--- src/rtl/mem_access_pkg.sv ---
// Shared types and widths for the memory stage and the writeback stage that consumes it.
package mem_access_pkg;

    localparam int PC_W   = 16;
    localparam int DATA_W = 32;

    typedef enum logic [1:0] {
        IDLE = 2'd0,
        WAIT = 2'd1,
        DONE = 2'd2
    } mem_state_t;

endpackage

--- src/rtl/mem_access_if.sv ---
// Data-memory request/acknowledge bus. The memory stage is the master; the memory is the slave.
interface mem_access_if;
    import mem_access_pkg::*;

    logic              mem_req;
    logic              mem_we;
    logic [DATA_W-1:0] mem_addr;
    logic [DATA_W-1:0] mem_wdata;
    logic [DATA_W-1:0] mem_rdata;
    logic              mem_ack;

    modport master (
        output mem_req,
        output mem_we,
        output mem_addr,
        output mem_wdata,
        input  mem_rdata,
        input  mem_ack
    );

    modport slave (
        input  mem_req,
        input  mem_we,
        input  mem_addr,
        input  mem_wdata,
        output mem_rdata,
        output mem_ack
    );

endinterface

--- src/rtl/mem_access_req_fsm.sv ---
// Request sequencer for the memory stage: owns the state, the bus request registers and,
// when MEM_TIMEOUT_EN is defined, the ack timeout counter.
//
// state | meaning
// IDLE  | ready; a load/store with ex_valid is latched and launched on the bus
// WAIT  | request held on the bus until mem_ack (or timeout)
// DONE  | one dead cycle while writeback consumes the result
module mem_req_fsm
    import mem_access_pkg::*;
#(
    parameter int TIMEOUT_CYCLES = 255
) (
    input  logic              clk,
    input  logic              rst,
    input  logic              start,
    input  logic              isStore,
    input  logic              isLoad,
    input  logic [DATA_W-1:0] addr,
    input  logic [DATA_W-1:0] wdata,
    mem_access_if.master      bus,
    output mem_state_t        state,
    output logic              loadOp,
    output logic              xferDone,
    output logic              xferFail,
    output logic              memErr
);

    if (TIMEOUT_CYCLES < 1) begin : gBadTimeout
        $error("mem_req_fsm: TIMEOUT_CYCLES must be at least 1");
    end

    assign xferDone = (state == WAIT) && (bus.mem_ack || xferFail);

    always_ff @(posedge clk) begin
        if (rst) begin
            state         <= IDLE;
            loadOp        <= 1'b0;
            bus.mem_req   <= 1'b0;
            bus.mem_we    <= 1'b0;
            bus.mem_addr  <= '0;
            bus.mem_wdata <= '0;
        end else begin
            case (state)
                IDLE: begin
                    if (start) begin
                        state         <= WAIT;
                        loadOp        <= isLoad;
                        bus.mem_req   <= 1'b1;
                        bus.mem_we    <= isStore;
                        bus.mem_addr  <= addr;
                        bus.mem_wdata <= wdata;
                    end
                end
                WAIT: begin
                    if (xferDone) begin
                        state       <= DONE;
                        bus.mem_req <= 1'b0;
                        bus.mem_we  <= 1'b0;
                    end
                end
                DONE:    state <= IDLE;
                default: state <= IDLE;
            endcase
        end
    end

`ifdef MEM_TIMEOUT_EN
    localparam int CNT_W = $clog2(TIMEOUT_CYCLES + 1);
    localparam logic [CNT_W-1:0] CNT_LAST = CNT_W'(TIMEOUT_CYCLES - 1);
    localparam logic [CNT_W-1:0] CNT_MAX  = CNT_W'(TIMEOUT_CYCLES);

    logic [CNT_W-1:0] waitCnt;

    // An ack in the final allowed cycle still wins over the timeout.
    assign xferFail = (state == WAIT) && !bus.mem_ack && (waitCnt == CNT_LAST);

    always_ff @(posedge clk) begin
        if (rst) begin
            waitCnt <= '0;
            memErr  <= 1'b0;
        end else begin
            memErr <= xferFail;
            if (state != WAIT) begin
                waitCnt <= '0;
            end else if (waitCnt != CNT_MAX) begin
                waitCnt <= waitCnt + CNT_W'(1);
            end
        end
    end
`else
    assign xferFail = 1'b0;
    assign memErr   = 1'b0;
`endif

endmodule

--- src/rtl/mem_access.sv ---
// Pipeline memory stage: launches loads/stores on the data-memory bus, stalls upstream until the
// response, and registers PC/ALU result/load data for writeback. Optional ack timeout: MEM_TIMEOUT_EN.
module mem_access
    import mem_access_pkg::*;
#(
    parameter int TIMEOUT_CYCLES = 255
) (
    input  logic              clk,
    input  logic              rst,
    input  logic              ex_valid,
    input  logic [PC_W-1:0]   PC,
    input  logic [DATA_W-1:0] ALURes,
    input  logic [DATA_W-1:0] WriteData,
    input  logic              MemRead,
    input  logic              MemWrite,
    output logic              stall,
    mem_access_if.master      bus,
    output logic              wb_valid,
    output logic [PC_W-1:0]   PCOut,
    output logic [DATA_W-1:0] ALUResOut,
    output logic [DATA_W-1:0] MemReadDataOut,
    output logic              MemReadOut,
    output logic              mem_err
);

    mem_state_t fsmState;
    logic       memOp;
    logic       accept;
    logic       loadOp;
    logic       xferDone;
    logic       xferFail;

    assign memOp  = MemRead || MemWrite;
    assign accept = (fsmState == IDLE) && ex_valid;

    // A load/store presented in IDLE is taken this edge but not finished, so upstream holds.
    assign stall = (fsmState != IDLE) || (ex_valid && memOp);

    mem_req_fsm #(
        .TIMEOUT_CYCLES(TIMEOUT_CYCLES)
    ) u_reqFsm (
        .clk     (clk),
        .rst     (rst),
        .start   (ex_valid && memOp),
        .isStore (MemWrite),
        .isLoad  (MemRead && !MemWrite),
        .addr    (ALURes),
        .wdata   (WriteData),
        .bus     (bus),
        .state   (fsmState),
        .loadOp  (loadOp),
        .xferDone(xferDone),
        .xferFail(xferFail),
        .memErr  (mem_err)
    );

    always_ff @(posedge clk) begin
        if (rst) begin
            wb_valid       <= 1'b0;
            PCOut          <= '0;
            ALUResOut      <= '0;
            MemReadDataOut <= '0;
            MemReadOut     <= 1'b0;
        end else begin
            wb_valid <= 1'b0;
            if (accept) begin
                PCOut          <= PC;
                ALUResOut      <= ALURes;
                MemReadDataOut <= '0;
                MemReadOut     <= 1'b0;
                wb_valid       <= !memOp;
            end else if (xferDone) begin
                wb_valid       <= 1'b1;
                MemReadOut     <= loadOp && !xferFail;
                MemReadDataOut <= (loadOp && !xferFail) ? bus.mem_rdata : '0;
            end
        end
    end

endmodule

--- src/flat_wrapper.sv ---
// flat-port wrapper written by rule: the top's interface ports become plain ports
module mem_access_flat import mem_access_pkg::*;
#(
    parameter int TIMEOUT_CYCLES = 255
)
  (clk, rst, ex_valid, PC, ALURes, WriteData, MemRead, MemWrite, stall, wb_valid, PCOut, ALUResOut, MemReadDataOut, MemReadOut, mem_err, bus_mem_req, bus_mem_we, bus_mem_addr, bus_mem_wdata, bus_mem_rdata, bus_mem_ack);
  mem_access_if bus_i ();
  input  logic clk;
  input  logic rst;
  input  logic ex_valid;
  input  logic [PC_W-1:0] PC;
  input  logic [DATA_W-1:0] ALURes;
  input  logic [DATA_W-1:0] WriteData;
  input  logic MemRead;
  input  logic MemWrite;
  output logic stall;
  output logic wb_valid;
  output logic [PC_W-1:0] PCOut;
  output logic [DATA_W-1:0] ALUResOut;
  output logic [DATA_W-1:0] MemReadDataOut;
  output logic MemReadOut;
  output logic mem_err;
  output wire logic [$bits(bus_i.mem_req)-1:0] bus_mem_req;
  output wire logic [$bits(bus_i.mem_we)-1:0] bus_mem_we;
  output wire logic [$bits(bus_i.mem_addr)-1:0] bus_mem_addr;
  output wire logic [$bits(bus_i.mem_wdata)-1:0] bus_mem_wdata;
  input wire logic [$bits(bus_i.mem_rdata)-1:0] bus_mem_rdata;
  input wire logic [$bits(bus_i.mem_ack)-1:0] bus_mem_ack;
  assign bus_mem_req = bus_i.mem_req;
  assign bus_mem_we = bus_i.mem_we;
  assign bus_mem_addr = bus_i.mem_addr;
  assign bus_mem_wdata = bus_i.mem_wdata;
  assign bus_i.mem_rdata = bus_mem_rdata;
  assign bus_i.mem_ack = bus_mem_ack;
  mem_access #(.TIMEOUT_CYCLES(TIMEOUT_CYCLES)) u_core (.clk(clk), .rst(rst), .ex_valid(ex_valid), .PC(PC), .ALURes(ALURes), .WriteData(WriteData), .MemRead(MemRead), .MemWrite(MemWrite), .stall(stall), .bus(bus_i), .wb_valid(wb_valid), .PCOut(PCOut), .ALUResOut(ALUResOut), .MemReadDataOut(MemReadDataOut), .MemReadOut(MemReadOut), .mem_err(mem_err));
endmodule
--- config.mk ---
export PLATFORM = sky130hd
export DESIGN_NAME = mem_access_flat
export DESIGN_NICKNAME = d
export VERILOG_FILES = /design/src/rtl/mem_access_pkg.sv /design/src/rtl/mem_access_if.sv /design/src/rtl/mem_access_req_fsm.sv /design/src/rtl/mem_access.sv /design/src/flat_wrapper.sv
export SDC_FILE = /design/constraint.sdc
export NUM_CORES = 1
export LEC_CHECK = 0
export CAP_MARGIN = 20
export CORE_ASPECT_RATIO = 0.6
export CORE_MARGIN = 4
export CORE_UTILIZATION = 44
export DETAILED_ROUTE_END_ITERATION = 7
export PLACE_DENSITY = 0.85
export SLEW_MARGIN = 30
export SYNTH_ARGS = -nofsm -noshare
export SYNTH_HDL_FRONTEND = slang
export SYNTH_SLANG_ARGS = --single-unit
export TNS_END_PERCENT = 1
--- constraint.sdc ---
create_clock -name clk -period 3.82 [get_ports clk]
set_input_delay 1.146 -clock clk [delete_from_list [all_inputs] [get_ports clk]]
set_output_delay 1.146 -clock clk [all_outputs]
set_load 0.02 [all_outputs]
==> results.cfg <==
[clocking]
postCtsHoldBufs = 0
cts_buffer_depth = 2
cts_setup_buffers = 0
cts_resized = 0
h-tree-depth = 4
cts.sinks = 151
clock_tree.root_cell = clkbuf_16
cts.clk_slew.worst_paths_ns = 0.06
cts_made_buffers = 17
insertion_delay_ns = 0.40
cts_tree = done

[die]
die_h_um = 95.93
core_area_mm2 = 0.01233
start_util = 0.4596
die-area_mm2 = 0.01482
num_rows = 31
fp.dieW_um = 154.5
io_pins = 268

[timing]
worstMarginPinSlew_ns = 0.6596
max_freq_mhz = 281.6
setup_viol = 0
hold_slack_ns = 0.4500
worst_slack_ns = 0.2685
rsz0062_at_grt = no
finalCritPeriodShare = 0.9297
hold_violations = 0
slew_violations = 0
period_minus_slack_ns = 3.551
clock-skew-final_ns = 0.01009
finalSetupTns_ns = 0
slew-limit-headroom = 0.5603

[synthesis]
ys_warn_count = 0
synth_top_cell_area_share = 0.5332
synth_area_mm2 = 0.005669
ys_ff_latch = 151
async_reset_ff_frac = 0
seq_area_frac_synth = 0.5332
ys_types = 22
synth_edf_count = 0
synthTopCellsByArea = dfxtp_1, a21oi_1, nand2_1
syn_area_per_cell_um2 = 8.349
ys_dominant_reg_cell = dfxtp_1
synth_cells = 679
synth_area_leader_cell = dfxtp_1
synth_fp_nets = 797

[grt]
grt_max_degree = 78
track_usage = 0.2343
grt_pass1_wl_um = 27790
grt_pass1_vias = 5326
gr-total-overflow = 0
antenna_found_initial = 0

[worst_hold_path]
hold_path.class = reg2reg

[route]
viasPerCell = 5.192
wl_met1_um = 7468
wirelength_um = 18110
first_iter_violations = 334
dr_wl_met2_um = 8403
first_pass_iters = 6
route.met3.wl_um = 1981
drcViolationCount = 0
wl_per_cell_um = 16.67
vias = 5638
maxUsedRoutingLayer = met4
ant_nets = 0

[final_layout]
area_growth_pct = 56.63
final_cell_mix = clkdlybuf4s50_1, a21oi_1, dfxtp_1
regArea_mm2 = 0.003024
nNetsFinal = 1026
multi_input_area_mm2 = 0.002325
insertedDiodeCount = 0
nFillCells = 952
layout-drive-gt1-share = 0.05646
fin_util = 0.7199
final_common_cell = clkdlybuf4s50_1
fin_area_mm2 = 0.008880

[placement]
dp_hpwl_um = 12480
placed_area_mm2 = 0.008329
portBuffers = 266
dp_slack_ns = 0.2648
finalWeightedCongestion = 0.8143

[power]
p_sw_mw = 1.045
p_int_mw = 2.839
clkPwrFrac = 0.396
p_seq_frac = 0.438
switching_share = 0.2692
cellPowerDensity_mw_per_mm2 = 437.4
vdd_drop_max_v = 0.0003200
comb_power_share = 0.166
p_leak_nw = 3.048

[run]
drv_cap = 0

[critical_path]
endpoint_kind = output pin
critPathMaxStageDelay_ns = 0.61
arrival_ns = 2.41
path_cells = clkdlybuf4s50_1 -> o21ai_0 -> nand2_1 -> clkdlybuf4s50_1
crit_buf_inv = 2
critPathKind = in2out
crit_family = buffers and inverters
r2r_slack_ns = 1.98
slowest_stage = clkdlybuf4s50_1
timing.critical_path.mode_cell = clkdlybuf4s50_1
startpoint_type = primary input
crit_required_ns = 2.67
crit_fanout = 3

[outcome]
status = completed
==> power groups by stage <==
stage	Clock, mW	Sequential (mW)	Combinational, mW
2_1_floorplan	0	1.82	0.224
3_3_place_gp	0	1.73	0.640
3_5_place_dp	0	1.73	0.645
4_1_cts	1.56	1.70	0.650
5_1_grt	1.63	1.71	0.692
6_report	1.54	1.70	0.645
==> stage by stage <==
stage / instances / total power [mW]
floorplan: 679 / 2.044
global placement: 1054 / 2.370
detailed placement: 1054 / 2.380
CTS: 1086 / 3.915
global route: 1086 / 4.036
finish: 1086 / 3.884
==> per-layer routing <==
layer  up-vias  GRT usage
li1       2775          -
met1      2639     0.2825
met2       203     0.3835
met3        21     0.1047
met4         0    0.06760
met5         -          0
==> tightest hold or removal path, cell delays in order, from the launching register on <==
cell,delay [ns]
dfxtp_1,0.31
nand2_1,0.05
a21oi_1,0.05
==> synthesized netlist by cell type, types with 2 or more instances <==
cell	count
a21oi_1	150
buf_2	21
buf_4	4
buf_6	4
clkbuf_1	38
clkbuf_2	2
dfxtp_1	151
nand2_1	133
nand3_1	32
nand3b_1	65
nor2_1	4
nor3b_1	2
o21ai_0	44
o21ai_1	20
o21ai_2	2
==> sequential cells by signal, indices dropped and copies added, names as in the netlist <==
register	count
u_core.u_reqFsm.bus.mem_we	1
u_core.PCOut	16
u_core.MemReadDataOut	32
u_core.u_reqFsm.state	2
u_core.ALUResOut	32
u_core.u_reqFsm.bus.mem_wdata	32
u_core.wb_valid	1
u_core.u_reqFsm.bus.mem_addr	32
u_core.u_reqFsm.loadOp	1
u_core.MemReadOut	1
u_core.u_reqFsm.bus.mem_req	1
==> final cells by class <==
class | instances | share of cell area
inverter | 1 | 0.0004227
multi-input combinational | 458 | 0.2618
clock inverter | 12 | 0.01057
clock buffer | 20 | 0.05143
timing repair buffer | 279 | 0.3120
tap | 165 | 0.02325
sequential | 151 | 0.3406
==> worst paths after layout <==
check                           startpoint                              end  depth (start not counted)
setup / recovery                  ex_valid                            stall                          4
setup reg to reg  u_core.u_reqFsm.state[0]  u_core.u_reqFsm.bus.mem_addr[4]                          4
hold reg to reg   u_core.MemReadDataOut[0]         u_core.MemReadDataOut[0]                          2
hold / removal    u_core.MemReadDataOut[0]         u_core.MemReadDataOut[0]                          2
==> logic make-up (layout without fill, tap and decap cells) <==
logic type,Yosys count,count (layout),synth area share
simple gates,240,240,0.2134
compound gates,217,217,0.1933
flops,151,151,0.5332
buf+inv,70,312,0.05937
other cells,1,1,0.0006615
Power figures use the tool's default switching activity.
